<file path="config.mk">
export PLATFORM = sky130hd
export DESIGN_NAME = muldiv_unit_flat
export DESIGN_NICKNAME = d
export VERILOG_FILES = /design/src/rtl/muldiv_if.sv /design/src/rtl/muldiv_unit.sv /design/src/flat_wrapper.sv
export SDC_FILE = /design/constraint.sdc
export NUM_CORES = 1
export LEC_CHECK = 0
export CAP_MARGIN = 20
export CORE_UTILIZATION = 48
export CTS_BUF_LIST = sky130_fd_sc_hd__clkbuf_4
export DETAILED_ROUTE_END_ITERATION = 6
export GPL_TIMING_DRIVEN = 0
export PLACE_DENSITY = 0.68
export SETUP_SLACK_MARGIN = 0.02
export SLEW_MARGIN = 20
export SYNTH_ARGS = -nofsm -noshare
export SYNTH_HDL_FRONTEND = slang
export SYNTH_SLANG_ARGS = --single-unit
</file>
<file path="constraint.sdc">
create_clock -name clk -period 12.9 [get_ports clk]
set_clock_uncertainty 0.1 [all_clocks]
set_input_delay 1.29 -clock clk [delete_from_list [all_inputs] [get_ports clk]]
set_output_delay 1.29 -clock clk [all_outputs]
set_load 0.02 [all_outputs]
</file>
<file path="src/rtl/muldiv_if.sv">
// muldiv_if: issue/result bundle between the core and the RV32M multiply/divide unit
//   master (core): start, kill, funct3, op_a, op_b, rd_in out; busy, done, result, rd_out in
//   slave  (unit): the same signals with the directions reversed
interface muldiv_if #(
    parameter int XLEN = 32
);
    logic            start;
    logic            kill;
    logic [2:0]      funct3;
    logic [XLEN-1:0] op_a;
    logic [XLEN-1:0] op_b;
    logic [4:0]      rd_in;
    logic            busy;
    logic            done;
    logic [XLEN-1:0] result;
    logic [4:0]      rd_out;

    modport master (
        output start, kill, funct3, op_a, op_b, rd_in,
        input  busy, done, result, rd_out
    );

    modport slave (
        input  start, kill, funct3, op_a, op_b, rd_in,
        output busy, done, result, rd_out
    );
endinterface

</file>
<file path="src/rtl/muldiv_unit.sv">
// muldiv_unit: iterative RV32M multiply/divide unit, one shift-add/shift-subtract step per cycle
//   clk   : rising-edge clock
//   reset : asynchronous active-high reset
//   bus   : muldiv_if slave (start/kill/funct3/op_a/op_b/rd_in in; busy/done/result/rd_out out)
module muldiv_unit #(
    parameter int XLEN  = 32,
    parameter int CNT_W = 6
) (
    input logic     clk,
    input logic     reset,
    muldiv_if.slave bus
);
    typedef enum logic [1:0] {IDLE, CALC, DONE} state_t;

    state_t            state_q;
    logic [CNT_W-1:0]  cnt_q;
    logic [2:0]        op_q;
    logic [4:0]        rd_q;
    logic [XLEN-1:0]   m_q;
    logic [2*XLEN-1:0] acc_q;
    logic              nq_q, nr_q;
    logic              busy_q, done_q;
    logic [XLEN-1:0]   result_q;
    logic [4:0]        rd_out_q;

    logic              sa, sb, is_div, special;
    logic [XLEN-1:0]   mag_a, mag_b, spec_res, fin;
    logic [XLEN:0]     sum, sh, diff;
    logic [2*XLEN-1:0] acc_d, prod;

    always_comb begin
        // a is signed except for MULHU/DIVU/REMU; b is signed only for MUL/MULH/DIV/REM
        sa       = bus.op_a[XLEN-1] & ~(bus.funct3[0] & (bus.funct3[1] | bus.funct3[2]));
        sb       = bus.op_b[XLEN-1] & (bus.funct3[2] ? ~bus.funct3[0] : ~bus.funct3[1]);
        mag_a    = sa ? -bus.op_a : bus.op_a;
        mag_b    = sb ? -bus.op_b : bus.op_b;
        is_div   = bus.funct3[2];
        special  = is_div & ((bus.op_b == '0) |
                   (~bus.funct3[0] & (bus.op_a == {1'b1, {(XLEN-1){1'b0}}}) & (bus.op_b == '1)));
        // signed overflow returns op_a itself (0x80000000) for DIV and 0 for REM
        spec_res = (bus.op_b == '0) ? (bus.funct3[1] ? bus.op_a : '1)
                                    : (bus.funct3[1] ? '0 : bus.op_a);
        // multiply: {hi,lo} holds {partial product, remaining multiplier bits}
        sum      = {1'b0, acc_q[2*XLEN-1:XLEN]} + (acc_q[0] ? {1'b0, m_q} : '0);
        // divide: {hi,lo} holds {partial remainder, dividend bits then quotient bits}
        sh       = {acc_q[2*XLEN-1:XLEN], acc_q[XLEN-1]};
        diff     = sh - {1'b0, m_q};
        acc_d    = ~op_q[2] ? {sum, acc_q[XLEN-1:1]}
                 : diff[XLEN] ? {sh[XLEN-1:0], acc_q[XLEN-2:0], 1'b0}
                              : {diff[XLEN-1:0], acc_q[XLEN-2:0], 1'b1};
        prod     = nq_q ? -acc_d : acc_d;
        fin      = op_q[2] ? (op_q[1] ? (nr_q ? -acc_d[2*XLEN-1:XLEN] : acc_d[2*XLEN-1:XLEN])
                                      : (nq_q ? -acc_d[XLEN-1:0] : acc_d[XLEN-1:0]))
                           : (op_q[1:0] == 2'd0 ? prod[XLEN-1:0] : prod[2*XLEN-1:XLEN]);
    end

    always_ff @(posedge clk or posedge reset) begin
        if (reset) begin
            state_q  <= IDLE;
            cnt_q    <= '0;
            op_q     <= '0;
            rd_q     <= '0;
            m_q      <= '0;
            acc_q    <= '0;
            nq_q     <= 1'b0;
            nr_q     <= 1'b0;
            busy_q   <= 1'b0;
            done_q   <= 1'b0;
            result_q <= '0;
            rd_out_q <= '0;
        end else if (bus.kill) begin
            state_q <= IDLE;
            busy_q  <= 1'b0;
            done_q  <= 1'b0;
        end else if (state_q == CALC) begin
            acc_q <= acc_d;
            cnt_q <= cnt_q + 1'b1;
            if (cnt_q == CNT_W'(XLEN-1)) begin
                state_q  <= DONE;
                busy_q   <= 1'b0;
                done_q   <= 1'b1;
                result_q <= fin;
                rd_out_q <= rd_q;
            end
        end else if (bus.start) begin
            op_q <= bus.funct3;
            rd_q <= bus.rd_in;
            nq_q <= sa ^ sb;
            nr_q <= sa;
            if (special) begin
                state_q  <= DONE;
                done_q   <= 1'b1;
                result_q <= spec_res;
                rd_out_q <= bus.rd_in;
            end else begin
                state_q <= CALC;
                busy_q  <= 1'b1;
                done_q  <= 1'b0;
                cnt_q   <= '0;
                m_q     <= is_div ? mag_b : mag_a;
                acc_q   <= {{XLEN{1'b0}}, is_div ? mag_a : mag_b};
            end
        end else begin
            state_q <= IDLE;
            done_q  <= 1'b0;
        end
    end

    assign bus.busy   = busy_q;
    assign bus.done   = done_q;
    assign bus.result = result_q;
    assign bus.rd_out = rd_out_q;
endmodule
</file>
<file path="src/flat_wrapper.sv">
// flat-port wrapper written by rule: the top's interface ports become plain ports
module muldiv_unit_flat 
#(
    parameter int XLEN  = 32,
    parameter int CNT_W = 6
)
  (clk, reset, bus_start, bus_kill, bus_funct3, bus_op_a, bus_op_b, bus_rd_in, bus_busy, bus_done, bus_result, bus_rd_out);
  muldiv_if #(.XLEN(XLEN)) bus_i ();
  input logic clk;
  input logic reset;
  input wire logic [$bits(bus_i.start)-1:0] bus_start;
  input wire logic [$bits(bus_i.kill)-1:0] bus_kill;
  input wire logic [$bits(bus_i.funct3)-1:0] bus_funct3;
  input wire logic [$bits(bus_i.op_a)-1:0] bus_op_a;
  input wire logic [$bits(bus_i.op_b)-1:0] bus_op_b;
  input wire logic [$bits(bus_i.rd_in)-1:0] bus_rd_in;
  output wire logic [$bits(bus_i.busy)-1:0] bus_busy;
  output wire logic [$bits(bus_i.done)-1:0] bus_done;
  output wire logic [$bits(bus_i.result)-1:0] bus_result;
  output wire logic [$bits(bus_i.rd_out)-1:0] bus_rd_out;
  assign bus_i.start = bus_start;
  assign bus_i.kill = bus_kill;
  assign bus_i.funct3 = bus_funct3;
  assign bus_i.op_a = bus_op_a;
  assign bus_i.op_b = bus_op_b;
  assign bus_i.rd_in = bus_rd_in;
  assign bus_busy = bus_i.busy;
  assign bus_done = bus_i.done;
  assign bus_result = bus_i.result;
  assign bus_rd_out = bus_i.rd_out;
  muldiv_unit #(.XLEN(XLEN), .CNT_W(CNT_W)) u_core (.clk(clk), .reset(reset), .bus(bus_i));
endmodule
</file>
Word level (Yosys, flattened, before mapping)
Cells that the tools add are included.

storage, ports and cells
  bits in registers = 153
  latch bits = 0
  RAM bits = 0
  bits in read-only memories = 0
  input port bits = 76
  word-level logic and storage cells = 99
  memories kept = 0

operators by class
  $add $sub $neg = 8
  $mul = 0
  divide/modulo/power cells = 0
  magnitude comparators = 0
  equal/unequal tests = 8
  shifts and indexed selects = 0
  muxes and demuxes = 46
  bitwise logic cells = 15
  reduce and logical (&&, ||, !) cells = 10

operator list
  cell                    count
  $mux W32                17
  $mux W64                6
  $neg A32 Y32            4
  $eq A32 B32 Y1 const B  2
  $neg A64 Y64            1
  $add A32 B33 Y33        1
  $sub A33 B32 Y33        1
  $logic_not A32 Y1       1
  $mux W5                 4
  $mux W6                 3
  $mux W1                 11
  $mux W2                 5
  $reduce_and A3 Y1       3
  $reduce_and A4 Y1       2
  $add A6 B1 Y6 const B   1
  $and A1 B1 Y1           6
  $eq A6 B5 Y1 const B    1
  $ne A3 B3 Y1 const B    2
  $not A1 Y1              6
  $ne A2 B2 Y1 const B    2
  $reduce_bool A2 Y1      2
  $reduce_bool A3 Y1      1
  $eq A2 B1 Y1 const B    1
  $logic_not A2 Y1        1
  2 further kinds         3

Longest topological paths before layout
  word-level depth = 9
  gate-level depth with buffers = 25
  depth with buffers taken out = 24

Least setup slack after synthesis
OpenSTA, ideal clock, no wires.

  kind = reg2reg
  start = register u_core.acc_q[31]
  end = register u_core.result_q[12], in the netlist u_core.bus.result[12]
  data arrival time = 5.037 ns
  data required time = 12.658 ns
  slack = 7.621 ns
  cell stages (with the launch flop) = 25
  buffers on the path = 1
  period minus slack after synthesis = 5.279 ns
  path through = dfrtp_1 inv_1 ha_1 fa_1 nand2b_1 a211oi_4 o2111ai_2 a21boi_4 nor3_4 nor2_2 clkbuf_1 o21ai_0 a21oi_1 inv_1 ha_1 nand2_1 a21oi_1 mux2_2 o22ai_1 nor3_1 nand2b_1 o31ai_1 a221o_1 a221oi_1 a211oi_1

between the ends
  longest elaborated chain between the ends = 9
  elaborated cells between the ends (all ways) = 14
  those cells by class = add/sub: 4; mux: 10

ends and longest elaborated chain
  what                                  line                                  source
  start, declared                       muldiv_unit.sv:20                     logic [2*XLEN-1:0] acc_q;
  start signal, assigned                muldiv_unit.sv:101                    acc_q <= {{XLEN{1'b0}}, is_div ? mag_a : mag_b};
  $sub A33 B32 Y33                      muldiv_unit.sv:47                     diff = sh - {1'b0, m_q};
  $mux W64                              muldiv_unit.sv:49                     : diff[XLEN] ? {sh[XLEN-1:0], acc_q[XLEN-2:0], 1'b0}
  $mux W64 (*)                          muldiv_unit.sv:48                     acc_d = ~op_q[2] ? {sum, acc_q[XLEN-1:1]}
  $neg A64 Y64 (tied with other cells)  muldiv_unit.sv:51                     prod = nq_q ? -acc_d : acc_d;
  $mux W64 (tied with other cells)      muldiv_unit.sv:51
  $mux W32, on equally long branches    muldiv_unit.sv:54, muldiv_unit.sv:52
  $mux W32 (*)                          muldiv_unit.sv:52                     fin = op_q[2] ? (op_q[1] ? (nr_q ? -acc_d[2*XLEN-1:XLEN] : acc_d[2*XLEN-1:XLEN])
  $mux W32 (*)                          muldiv_unit.sv:78                     if (cnt_q == CNT_W'(XLEN-1)) begin
  $mux W32 (*)                          muldiv_unit.sv:75                     end else if (state_q == CALC) begin
  end signal, assigned                  muldiv_unit.sv:82                     result_q <= fin;
  end signal, assigned                  muldiv_unit.sv:93                     result_q <= spec_res;
  end, declared                         muldiv_unit.sv:23                     logic [XLEN-1:0] result_q;

Every way passes the cells marked *; elsewhere a longest branch is shown, timed or not. The select of a mux whose other input is x is not followed.
A chain may end at the register's enable or synchronous reset.

Final worst setup path
  start = register u_core.op_q[2]
  end = register u_core.result_q[12], in the netlist u_core.bus.result[12]

between the ends
  longest elaborated chain between the ends = 7
  elaborated cells between the ends (all ways) = 12
  those cells by class = add/sub: 3; mux: 9

ends and longest elaborated chain
  what                                  line                                  source
  start, declared                       muldiv_unit.sv:17                     logic [2:0] op_q;
  start signal, assigned                muldiv_unit.sv:86                     op_q <= bus.funct3;
  $mux W64                              muldiv_unit.sv:48
  $neg A64 Y64 (tied with other cells)  muldiv_unit.sv:51
  $mux W64 (tied with other cells)      muldiv_unit.sv:51
  $mux W32, on equally long branches    muldiv_unit.sv:54, muldiv_unit.sv:52
  $mux W32 (*)                          muldiv_unit.sv:52
  $mux W32 (*)                          muldiv_unit.sv:78
  $mux W32 (*)                          muldiv_unit.sv:75

Marks and branches as above.

==> impl_results.md <==
- FFs w/ async S/R, synth: 1.00
- Critical path endpoint category: flop
- Synthesis Warnings: 0
- Worst skew pair latency: 0.67 ns
- Initial antenna violation count: 7
- Clk slew on worst S/H paths: 0.19 ns
- Chip height: 191 um
- Boundary pin count: 115
- #FFs+latches synth: 152
- CTS tree: yes
- WP data required: 13.35 ns
- Post-synthesis average cell area: 7.33 um2
- Root buf cell: clkbuf_4
- Final Cycle Share: 0.665
- ANT nets after route: 0
- Vias in the first global route: about 19,000
- Initial core utilization: 0.493
- Sequential fraction of the synthesis area: 0.221
- Net load switching power: between 0.002 and 0.0025 W
- Area of the die: around 0.037 mm2
- Cell variety after synth: 103
- Area grow syn2layout: 12.1%
- Post-CTS Hold Buffers: 0
- Crit path cell chain: buf_2, buf_2, buf_2, buf_2, buf_2, buf_2, buf_2, buf_1, clkbuf_1, nor2_1, a21oi_1, inv_1, ha_1, nand2_1, a21oi_1, mux2_2, o22ai_1, nor3_1, nand2b_1, o31ai_1, a221o_1, a221oi_1, a211oi_1
- Worst hold path type: flop to flop
- Drt first-iter violations: 2,340
- Final setup viols: 0
- Crit-path max FO: 10
- Area of the core: 0.0349 mm2
- Longest Clk Path Bufs: 2
- WL per Instance: 27.8 um
- Syn Inst Count: 2,344
- First-pass detailed-route iteration total: 7
- GRT Total Usage: 0.448
- Crit path largest cell delay: 0.85 ns
- Clock Power Share: 0.091
- Number of synthesized flops with an enable pin: 0
- Synthesized area: 0.0172 mm2
- Most used cell along the critical path: buf_2
- CP max stage cell: buf_1
- Site row count: 68
- Worst vdd ir: 0.0993 mV
- Final hold vios: 0
- Fin Setup TNS: 0 ns
- Final Wtd Congestion: 1.07
- Reg power frac: 0.195
- Max Cap Violations: 0
- Dpl cell area: 0.0189 mm2
- Critical path arrival: 9.02 ns
- H-tree depth: 4
- Core Util, Final: 0.552
- Vias post-DR: approximately 20,000
- Post-CTS setup buffers: 0
- Crit path kind: flop to flop
- Post-route insts no fill: roughly 3,000
- Hpwl dp: 66.7 mm
- Power density cells: between 150 and 200 mW/mm2
- Syn nets: 2,492
- Outcome: finished, final reports clean
- First-pass GRT wire length: roughly 120 mm
- Tightest Pin Transition: 1.09 ns
- FILL cells: 3,440
- Die boundary width: 191 um
- Sw Ratio: 0.588
- Final Critical Period: 8.57 ns
- Slew Limit Headroom: 0.270
- Clock Sinks: 152
- Max Slew Vio Count: 0
- Number of nets in the layout: about 2,600
- Largest net degree at the start of global routing: 105
- IO buf count: 113
- Layout cells sized above 1: 0.0526
- # DRC: 0
- Leakage: 7.64 nW
- Setup repair after global routing missed its margin: false
- Post_cts resized: 0
- Vias per inst: 6.79
- Critical Path Start Type: flop
- Routed WL: 81.9 mm
- Comb pwr share: 0.713
- Total grt overflow: 0
- Placed cells: 2,914
- Post-route cell area: 0.0193 mm2
- Inserted Clock Buffers: 17
- Int Power: about 0.0015 W
- Achievable Freq: 117 MHz
- Dominant synthesized flop cell: dfrtp_1
[final timing paths]
path | slack (ns) | to | cells past startpoint | startpoint
min in group asynchronous | 0.90 | u_core.m_q[4]$_DFFE_PP0P_ | 2 | reset
min reg2reg | 0.43 | u_core.rd_q[3]$_DFFE_PP0P_ | 1 | u_core.rd_q[3]$_DFFE_PP0P_
max in group asynchronous | 10.88 | u_core.bus.result[26]$_DFFE_PP0P_ | 3 | reset
max | 4.33 | u_core.bus.result[12]$_DFFE_PP0P_ | 23 | u_core.op_q[2]$_DFFE_PP0P_
max reg2reg | 4.33 | u_core.bus.result[12]$_DFFE_PP0P_ | 23 | u_core.op_q[2]$_DFFE_PP0P_
min | 0.43 | u_core.rd_q[3]$_DFFE_PP0P_ | 1 | u_core.rd_q[3]$_DFFE_PP0P_
[Yosys cell counts, drive strengths merged, types with 9 or more instances]
cell type  count  area [um2]
o21a          10        75.1
o22ai         13        81.3
nand3         54         270
dfrtp        152        3800
mux2i         50         500
and3          15        93.8
a21boi        11        93.8
o31ai         27         226
a21oi        237        1210
o41ai         12         120
mux2          17         191
xnor2        110         963
a21o          29         218
a221o          9        90.1
inv           85         319
a31oi         41         263
or2           10        62.6
o211ai        31         233
and2          51         319
a221oi        13         126
xor2          62         543
ha            70         876
nor2         237         897
o21ai        226        1150
nand4         31         200
buf           31         155
nand2b        19         119
clkbuf       114         429
nor3          56         319
a211oi        25         200
nor4          31         221
maj3          20         200
a22o          25         219
nand2        262         983
or3           29         181
[per-layer routing]
| layer | global-route usage | routed length (um) | up-vias |
|---|---|---|---|
| met1 | 0.576 | 32300 | 9567 |
| met4 | 0.235 | 4770 | 12 |
| li1 | - | - | 8852 |
| met2 | 0.667 | 34400 | 1316 |
| met3 | 0.142 | 10400 | 271 |
| met5 | 0.00962 | 84 | - |
[cells by family after synthesis]
group	share of synthesized area
buf+inv	0.0528
fa+ha+maj	0.0649
xor+xnor	0.0877
mux	0.0403
flops	0.221
simple gates	0.234
compound gates	0.299
[placed cells by master (no fill, tap or decap), drive strengths merged, types with 10 or more instances in the layout]
| master | n |
|---|---|
| nand2 | 262 |
| mux2 | 17 |
| o31ai | 27 |
| nor4 | 31 |
| inv | 92 |
| a211oi | 25 |
| nor3 | 56 |
| xnor2 | 110 |
| a31oi | 41 |
| or2 | 10 |
| a221oi | 13 |
| maj3 | 20 |
| o211ai | 31 |
| xor2 | 62 |
| o22ai | 13 |
| o21a | 10 |
| mux2i | 50 |
| buf | 33 |
| or3 | 29 |
| a22o | 25 |
| o41ai | 12 |
| nand4 | 31 |
| a21o | 29 |
| a21boi | 11 |
| clkdlybuf4s50 | 113 |
| dfrtp | 152 |
| and2 | 51 |
| nand2b | 19 |
| a21oi | 237 |
| clkbuf | 131 |
| and3 | 15 |
| nor2 | 237 |
| nand3 | 54 |
| ha | 70 |
| o21ai | 226 |
[sequential cells by signal (all words and copies together) (netlist names)]
signal	count
u_core.nq_q	1
u_core.state_q	2
u_core.bus.busy	1
u_core.m_q	32
u_core.rd_q	5
u_core.op_q	3
u_core.cnt_q	6
u_core.bus.result	32
u_core.acc_q	64
u_core.bus.rd_out	5
u_core.nr_q	1
[power groups by stage]
stage               Clock, W  Combinational (W)  Sequential, W
CTS                 0.000328            0.00248       0.000698
global placement           0            0.00244       0.000705
global route        0.000345            0.00273       0.000715
finish              0.000331            0.00259       0.000710
floorplan                  0            0.00172       0.000637
detailed placement         0            0.00247       0.000708
[final cells by class]
| type | count | area [um2] | area share |
|---|---|---|---|
| diodes | 2 | 5.00 | 0.000260 |
| plain buffers | 145 | 584 | 0.0303 |
| clock buffers | 17 | 128 | 0.00663 |
| clock inverters | 15 | 179 | 0.00929 |
| inverters | 86 | 330 | 0.0171 |
| multi-input cells | 1961 | 12500 | 0.649 |
| flip-flops and latches | 152 | 3800 | 0.197 |
| well taps | 455 | 569 | 0.0296 |
| repair buffers | 115 | 1170 | 0.0607 |
[through the flow]
step / hold WS, ns / power [W] / worst slack [ns]
2_1_floorplan: 0.363 / 0.00236 / 7.42
3_3_place_gp: 0.390 / 0.00314 / 5.05
3_5_place_dp: 0.397 / 0.00317 / 4.94
4_1_cts: 0.433 / 0.00350 / 4.92
5_1_grt: 0.455 / 0.00379 / 4.50
6_report: 0.435 / 0.00363 / 4.33
[critical path: cells and delay by family, from the launching register on]
family	cells	cell delay (ns)
buf+inv	10	4.29
fa+ha+maj	1	0.37
mux	1	0.29
compound gates	7	2.16
flops	1	0.36
simple gates	4	0.86
No activity file was read; power rests on OpenSTA's default activity.
